### config.mk
export PLATFORM = sky130hd
export DESIGN_NAME = or8_trigger_ctrl
export DESIGN_NICKNAME = d
export VERILOG_FILES = /design/src/rtl/or8_trigger_ctrl.sv
export SDC_FILE = /design/constraint.sdc
export NUM_CORES = 1
export LEC_CHECK = 0
export CAP_MARGIN = 25
export CORE_ASPECT_RATIO = 1.4
export CORE_MARGIN = 2
export CORE_UTILIZATION = 57
export CTS_CLUSTER_DIAMETER = 150
export CTS_CLUSTER_SIZE = 28
export DETAILED_ROUTE_END_ITERATION = 8
export GPL_ROUTABILITY_DRIVEN = 0
export HOLD_SLACK_MARGIN = 0.06
export PLACE_DENSITY = 0.86
export SYNTH_ARGS = -nofsm -noshare
export SYNTH_HDL_FRONTEND = slang
export SYNTH_SLANG_ARGS = --single-unit
### constraint.sdc
create_clock -name clk -period 6.29 [get_ports clk]
set_input_delay 0.9435 -clock clk [delete_from_list [all_inputs] [get_ports clk]]
set_output_delay 0.9435 -clock clk [all_outputs]
set_load 0.05 [all_outputs]
### src/rtl/or8_trigger_ctrl.sv
// 8-channel OR trigger sequencer: masked edge detect, prescale, fixed-width pulse, ack/dead-time hold-off.
// Optional OR8_TRIG_SYNC_EN adds a two-flop synchronizer on hits (latency N+4 instead of N+2).
module or8_trigger_ctrl #(
  parameter int unsigned TRIG_WIDTH  = 4,
  parameter int unsigned DEAD_TIME   = 16,
  parameter int unsigned ACK_TIMEOUT = 255,
  parameter int unsigned COUNT_W     = 32
) (
  input  logic               clk,
  input  logic               rst,
  input  logic               enable,
  input  logic [7:0]         ch_mask,
  input  logic [7:0]         hits,
  input  logic [7:0]         prescale,
  input  logic               daq_ack,
  output logic               trig_out,
  output logic [7:0]         trig_pattern,
  output logic               busy,
  output logic [COUNT_W-1:0] trig_count,
  output logic               ack_timeout
);

  localparam int unsigned TMAX_A = (TRIG_WIDTH > DEAD_TIME) ? TRIG_WIDTH : DEAD_TIME;
  localparam int unsigned TMAX   = (TMAX_A > ACK_TIMEOUT) ? TMAX_A : ACK_TIMEOUT;
  localparam int unsigned TMR_W  = (TMAX < 2) ? 1 : $clog2(TMAX);

  typedef enum logic [2:0] {
    IDLE,
    ARMED,
    FIRE,
    WAIT_ACK,
    DEAD
  } state_t;

  state_t             state, state_nxt;
  logic [7:0]         hits_in;
  logic [7:0]         r1, r2;
  logic [7:0]         hit_edge;
  logic               any_edge;
  logic [7:0]         pc, pc_nxt;
  logic [TMR_W-1:0]   tmr, tmr_nxt;
  logic [7:0]         pat_nxt;
  logic [COUNT_W-1:0] cnt_nxt;
  logic               to_nxt;

`ifdef OR8_TRIG_SYNC_EN
  logic [7:0] s1, s2;

  always_ff @(posedge clk or posedge rst) begin
    if (rst) begin
      s1 <= '0;
      s2 <= '0;
    end else begin
      s1 <= hits;
      s2 <= s1;
    end
  end

  assign hits_in = s2;
`else
  assign hits_in = hits;
`endif

  always_ff @(posedge clk or posedge rst) begin
    if (rst) begin
      r1 <= '0;
      r2 <= '0;
    end else begin
      r1 <= hits_in;
      r2 <= r1;
    end
  end

  assign hit_edge = r1 & ~r2 & ch_mask;
  assign any_edge = |hit_edge;

  // One shared timer serves FIRE width, ack timeout and dead time; cleared on every exit.
  always_comb begin
    state_nxt = state;
    pc_nxt    = pc;
    tmr_nxt   = tmr;
    pat_nxt   = trig_pattern;
    cnt_nxt   = trig_count;
    to_nxt    = ack_timeout;
    case (state)
      IDLE: begin
        pc_nxt = '0;
        if (enable) state_nxt = ARMED;
      end
      ARMED: begin
        if (!enable) begin
          state_nxt = IDLE;
        end else if (any_edge) begin
          // >= so that lowering prescale below pc fires on the next event
          if (pc >= prescale) begin
            pc_nxt    = '0;
            pat_nxt   = hit_edge;
            cnt_nxt   = trig_count + COUNT_W'(1);
            tmr_nxt   = '0;
            state_nxt = FIRE;
          end else begin
            pc_nxt = pc + 8'd1;
          end
        end
      end
      FIRE: begin
        if (tmr == TMR_W'(TRIG_WIDTH - 1)) begin
          tmr_nxt   = '0;
          state_nxt = WAIT_ACK;
        end else begin
          tmr_nxt = tmr + TMR_W'(1);
        end
      end
      WAIT_ACK: begin
        if (daq_ack) begin
          tmr_nxt   = '0;
          state_nxt = DEAD;
        end else if (tmr == TMR_W'(ACK_TIMEOUT - 1)) begin
          to_nxt    = 1'b1;
          tmr_nxt   = '0;
          state_nxt = DEAD;
        end else begin
          tmr_nxt = tmr + TMR_W'(1);
        end
      end
      DEAD: begin
        if (tmr == TMR_W'(DEAD_TIME - 1)) begin
          tmr_nxt   = '0;
          state_nxt = enable ? ARMED : IDLE;
        end else begin
          tmr_nxt = tmr + TMR_W'(1);
        end
      end
      default: begin
        tmr_nxt   = '0;
        state_nxt = IDLE;
      end
    endcase
  end

  always_ff @(posedge clk or posedge rst) begin
    if (rst) begin
      state        <= IDLE;
      pc           <= '0;
      tmr          <= '0;
      trig_out     <= 1'b0;
      trig_pattern <= '0;
      trig_count   <= '0;
      ack_timeout  <= 1'b0;
    end else begin
      state        <= state_nxt;
      pc           <= pc_nxt;
      tmr          <= tmr_nxt;
      trig_out     <= (state == FIRE);
      trig_pattern <= pat_nxt;
      trig_count   <= cnt_nxt;
      ack_timeout  <= to_nxt;
    end
  end

  assign busy = (state != IDLE) && (state != ARMED);

endmodule

==> flow_metrics.env <==
export IMPL_outcome="complete, no violations"
export IMPL_wire_per_inst_um=15.8
export IMPL_cp_depth=3
export IMPL_insertion_delay_ns=0.36
export IMPL_syn_cell_area_um2=3920
export IMPL_nets=466
export IMPL_final_hold_viol_count=0
export IMPL_worst_r2r_path_depth=8
export IMPL_fin_crit_sh_pct=50.8
export IMPL_die_y_um=102
export IMPL_cp_max_fo=12
export IMPL_cts_made_buffers=9
export IMPL_placementRows=35
export IMPL_min_delay_path_class="reg -> reg"
export IMPL_period_minus_slack_ns=3.20
export IMPL_worst_slack_ns=3.09
export IMPL_cts_tree="built"
export IMPL_worst_pin_slew_ns=0.936
export IMPL_ys_ff_latch=77
export IMPL_grt_pass1_vias=2993
export IMPL_diodes=0
export IMPL_coreArea_um2=6610
export IMPL_syn_nets=394
export IMPL_worstSetupEndpoint="busy"
export IMPL_root_buffer="clkbuf_8"
export IMPL_hold_buffers=0
export IMPL_post_cts_buffers=0
export IMPL_grt_ovfl_total=0
export IMPL_slew_headroom_pct=37.6
export IMPL_max_freq_mhz=313
export IMPL_start_util_pct=59.3
export IMPL_pre_cts_ws_ns=2.30
export IMPL_grt_pass1_wl_um=14200
export IMPL_clkTransAtPathRegs_ns=0.09
export IMPL_path_buf_inv=2
export IMPL_timing_rr_end="trig_count[19]$_DFFE_PP0P_"
export IMPL_boundaryPins=71
export IMPL_ys_flop_type="dfrtp_1"
export IMPL_p_per_area_nw_per_um2=187
export IMPL_vias=3019
export IMPL_synthDistinctLibCells=62
export IMPL_setup_viol=0
export IMPL_worst_path_largest_cell_delay_ns=0.88
export IMPL_rsz0062_at_grt="no"
export IMPL_total_power_mw=0.917
export IMPL_antenna_found_initial=0
export IMPL_finClkSkew_ns=0.0108
export IMPL_die_area_um2=7570
export IMPL_max_clock_path_buffers=2
export IMPL_wl_um=8290
export IMPL_gr_usage_met2_pct=40.1
export IMPL_startpoint_type="register"
export IMPL_hpwl_um=5940
export IMPL_ys_warn_count=0
export IMPL_ys_seq_area_share_pct=49.1
export IMPL_synth_edf_count=0
export IMPL_port_buffers=70
export IMPL_grt_max_degree=78
export IMPL_drive_above_1_share_pct=11.4
export IMPL_async_reset_ff_share_pct=100
export IMPL_busiest_layer="met2"
export IMPL_area_growth_pct=24.9
export IMPL_crit_chain="nor2_1, inv_1, clkdlybuf4s50_1"
export IMPL_syn_area_per_cell_um2=11.1
export IMPL_grt_usage_pct=24.4
export IMPL_syn_inst=354
export IMPL_grtUsageMet1_pct=31.9
export IMPL_rr_startpoint="pc[2]$_DFFE_PP0P_"
export IMPL_ir_drop_mv=0.162
export IMPL_dr_first_iter_drc_count=234
export IMPL_cp_required_ns=5.35
export IMPL_cts_sinks=77
export IMPL_critPathSlowestCell="clkdlybuf4s50_1"
export IMPL_cpLargestDelayFamily="buffers and inverters"
export IMPL_crit_start="state[2]$_DFFE_PP0P_"
export IMPL_leakage_nw=2.21
export IMPL_antenna_left=0
export IMPL_drtPass1Iterations=5
export IMPL_critPathCaptureType="primary output"
export IMPL_h_tree_depth=3
export IMPL_die_w_um=74.1
export IMPL_crit_arrival_ns=2.25
export IMPL_rrSetupSlack_ns=3.78
export IMPL_maxCapViolCount=0
export IMPL_use_met3_pct=3.85
export IMPL_routed_via_density=5.77
export IMPL_crit_type="reg -> out"
export IMPL_fin_setup_tns_ns=0
export IMPL_drc=0
export IMPL_final_fill_count=471
export IMPL_slew_viol_final=0
export IMPL_cts_resized=0
## per-layer routing
layer	vias up	part of all wire, %
met3	15	3.5
met4	0	2.0
li1	1427	-
met1	1491	42
met5	-	0
met2	86	53
## Yosys cell counts, types with 7 or more instances
library cell / n / area, um2
nand3_1: 20 / 100
ha_1: 12 / 150
a21oi_1: 10 / 50.1
and3b_1: 8 / 70.1
nor3_1: 13 / 65.1
nor2_1: 7 / 26.3
inv_1: 21 / 78.8
nor3b_1: 8 / 60.1
mux2_4: 9 / 135
nor4_1: 11 / 68.8
nand2_1: 23 / 86.3
xor2_1: 28 / 245
dfrtp_1: 77 / 1930
nand4_1: 9 / 56.3
## flip-flops by register name, indices dropped and copies added, names as in the netlist
register	cells
state	3
r1	8
pc	8
ack_timeout	1
r2	8
tmr	8
trig_out	1
trig_count	32
trig_pattern	8
## layout make-up
type	instances	area [um2]	area share, %
multi-input cells	244	1860	38.0
well taps	92	115	2.35
inverters	21	78.8	1.61
clock inverters	7	63.8	1.30
clock buffers	9	124	2.53
flip-flops and latches	77	1930	39.3
repair buffers	73	731	14.9
## kinds of logic (layout without fill, tap and decap cells)
family	Yosys count	in the layout	share of synthesized area [%]
AO/OA/AOI/OAI	53	53	11.0
XOR/XNOR	34	34	7.59
adder cells (fa/ha/maj)	12	12	3.83
buffers and inverters	33	110	3.44
flip-flops	77	77	49.1
multiplexers	12	12	4.27
AND/OR/NAND/NOR	133	133	20.8
## per-stage QoR
step	util, %	hold slack (ns)	cell area [um2]	cells
6_report	74.1	0.381	4900	523
5_1_grt	74.1	0.390	4900	523
4_1_cts	73.9	0.386	4890	522
3_5_place_dp	71.1	0.364	4700	506
3_3_place_gp	71.1	0.353	4700	506
2_1_floorplan	-	0.347	3920	354
## worst min-delay path by stage
stage / start / end / slack, ns / cells after the start
global route: r1[5]$_DFF_PP0_ / r2[5]$_DFF_PP0_ / 0.39 / 0
CTS: r1[5]$_DFF_PP0_ / r2[5]$_DFF_PP0_ / 0.39 / 0
finish: r1[2]$_DFF_PP0_ / r2[2]$_DFF_PP0_ / 0.38 / 0
detailed placement: r1[4]$_DFF_PP0_ / r2[4]$_DFF_PP0_ / 0.36 / 0
global placement: r1[7]$_DFF_PP0_ / r2[7]$_DFF_PP0_ / 0.35 / 0
floorplan: r1[0]$_DFF_PP0_ / r2[0]$_DFF_PP0_ / 0.35 / 0
## cells in the final DEF, fill, tap and decap left out, drive strengths merged, types with 2 or more instances in the layout
master and instances:
o31ai 2, dfrtp 77, nand3 21, buf 3
inv 26, a21o 4, o21a 3, nor3 13
a221o 2, or3 2, o21ai 7, a21oi 10
o41ai 2, ha 12, a22o 4, nor4 11
clkinvlp 2, nor3b 8, mux2 11, and3b 8
clkbuf 9, xor2 28, and3 7, clkdlybuf4s50 70
nor4b 4, nor2b 3, o22ai 2, nand2 23
xnor2 6, nand2b 3, o211ai 6, and4bb 2
nor2 8, and4 4, or4 4, nand4 9
## report_power, final
part	internal [mW]	switching (mW)
clock network	0.153	0.203
logic	0.0258	0.0332
registers	0.500	0.00203
Note: power is estimated with default switching activity, not from simulation.
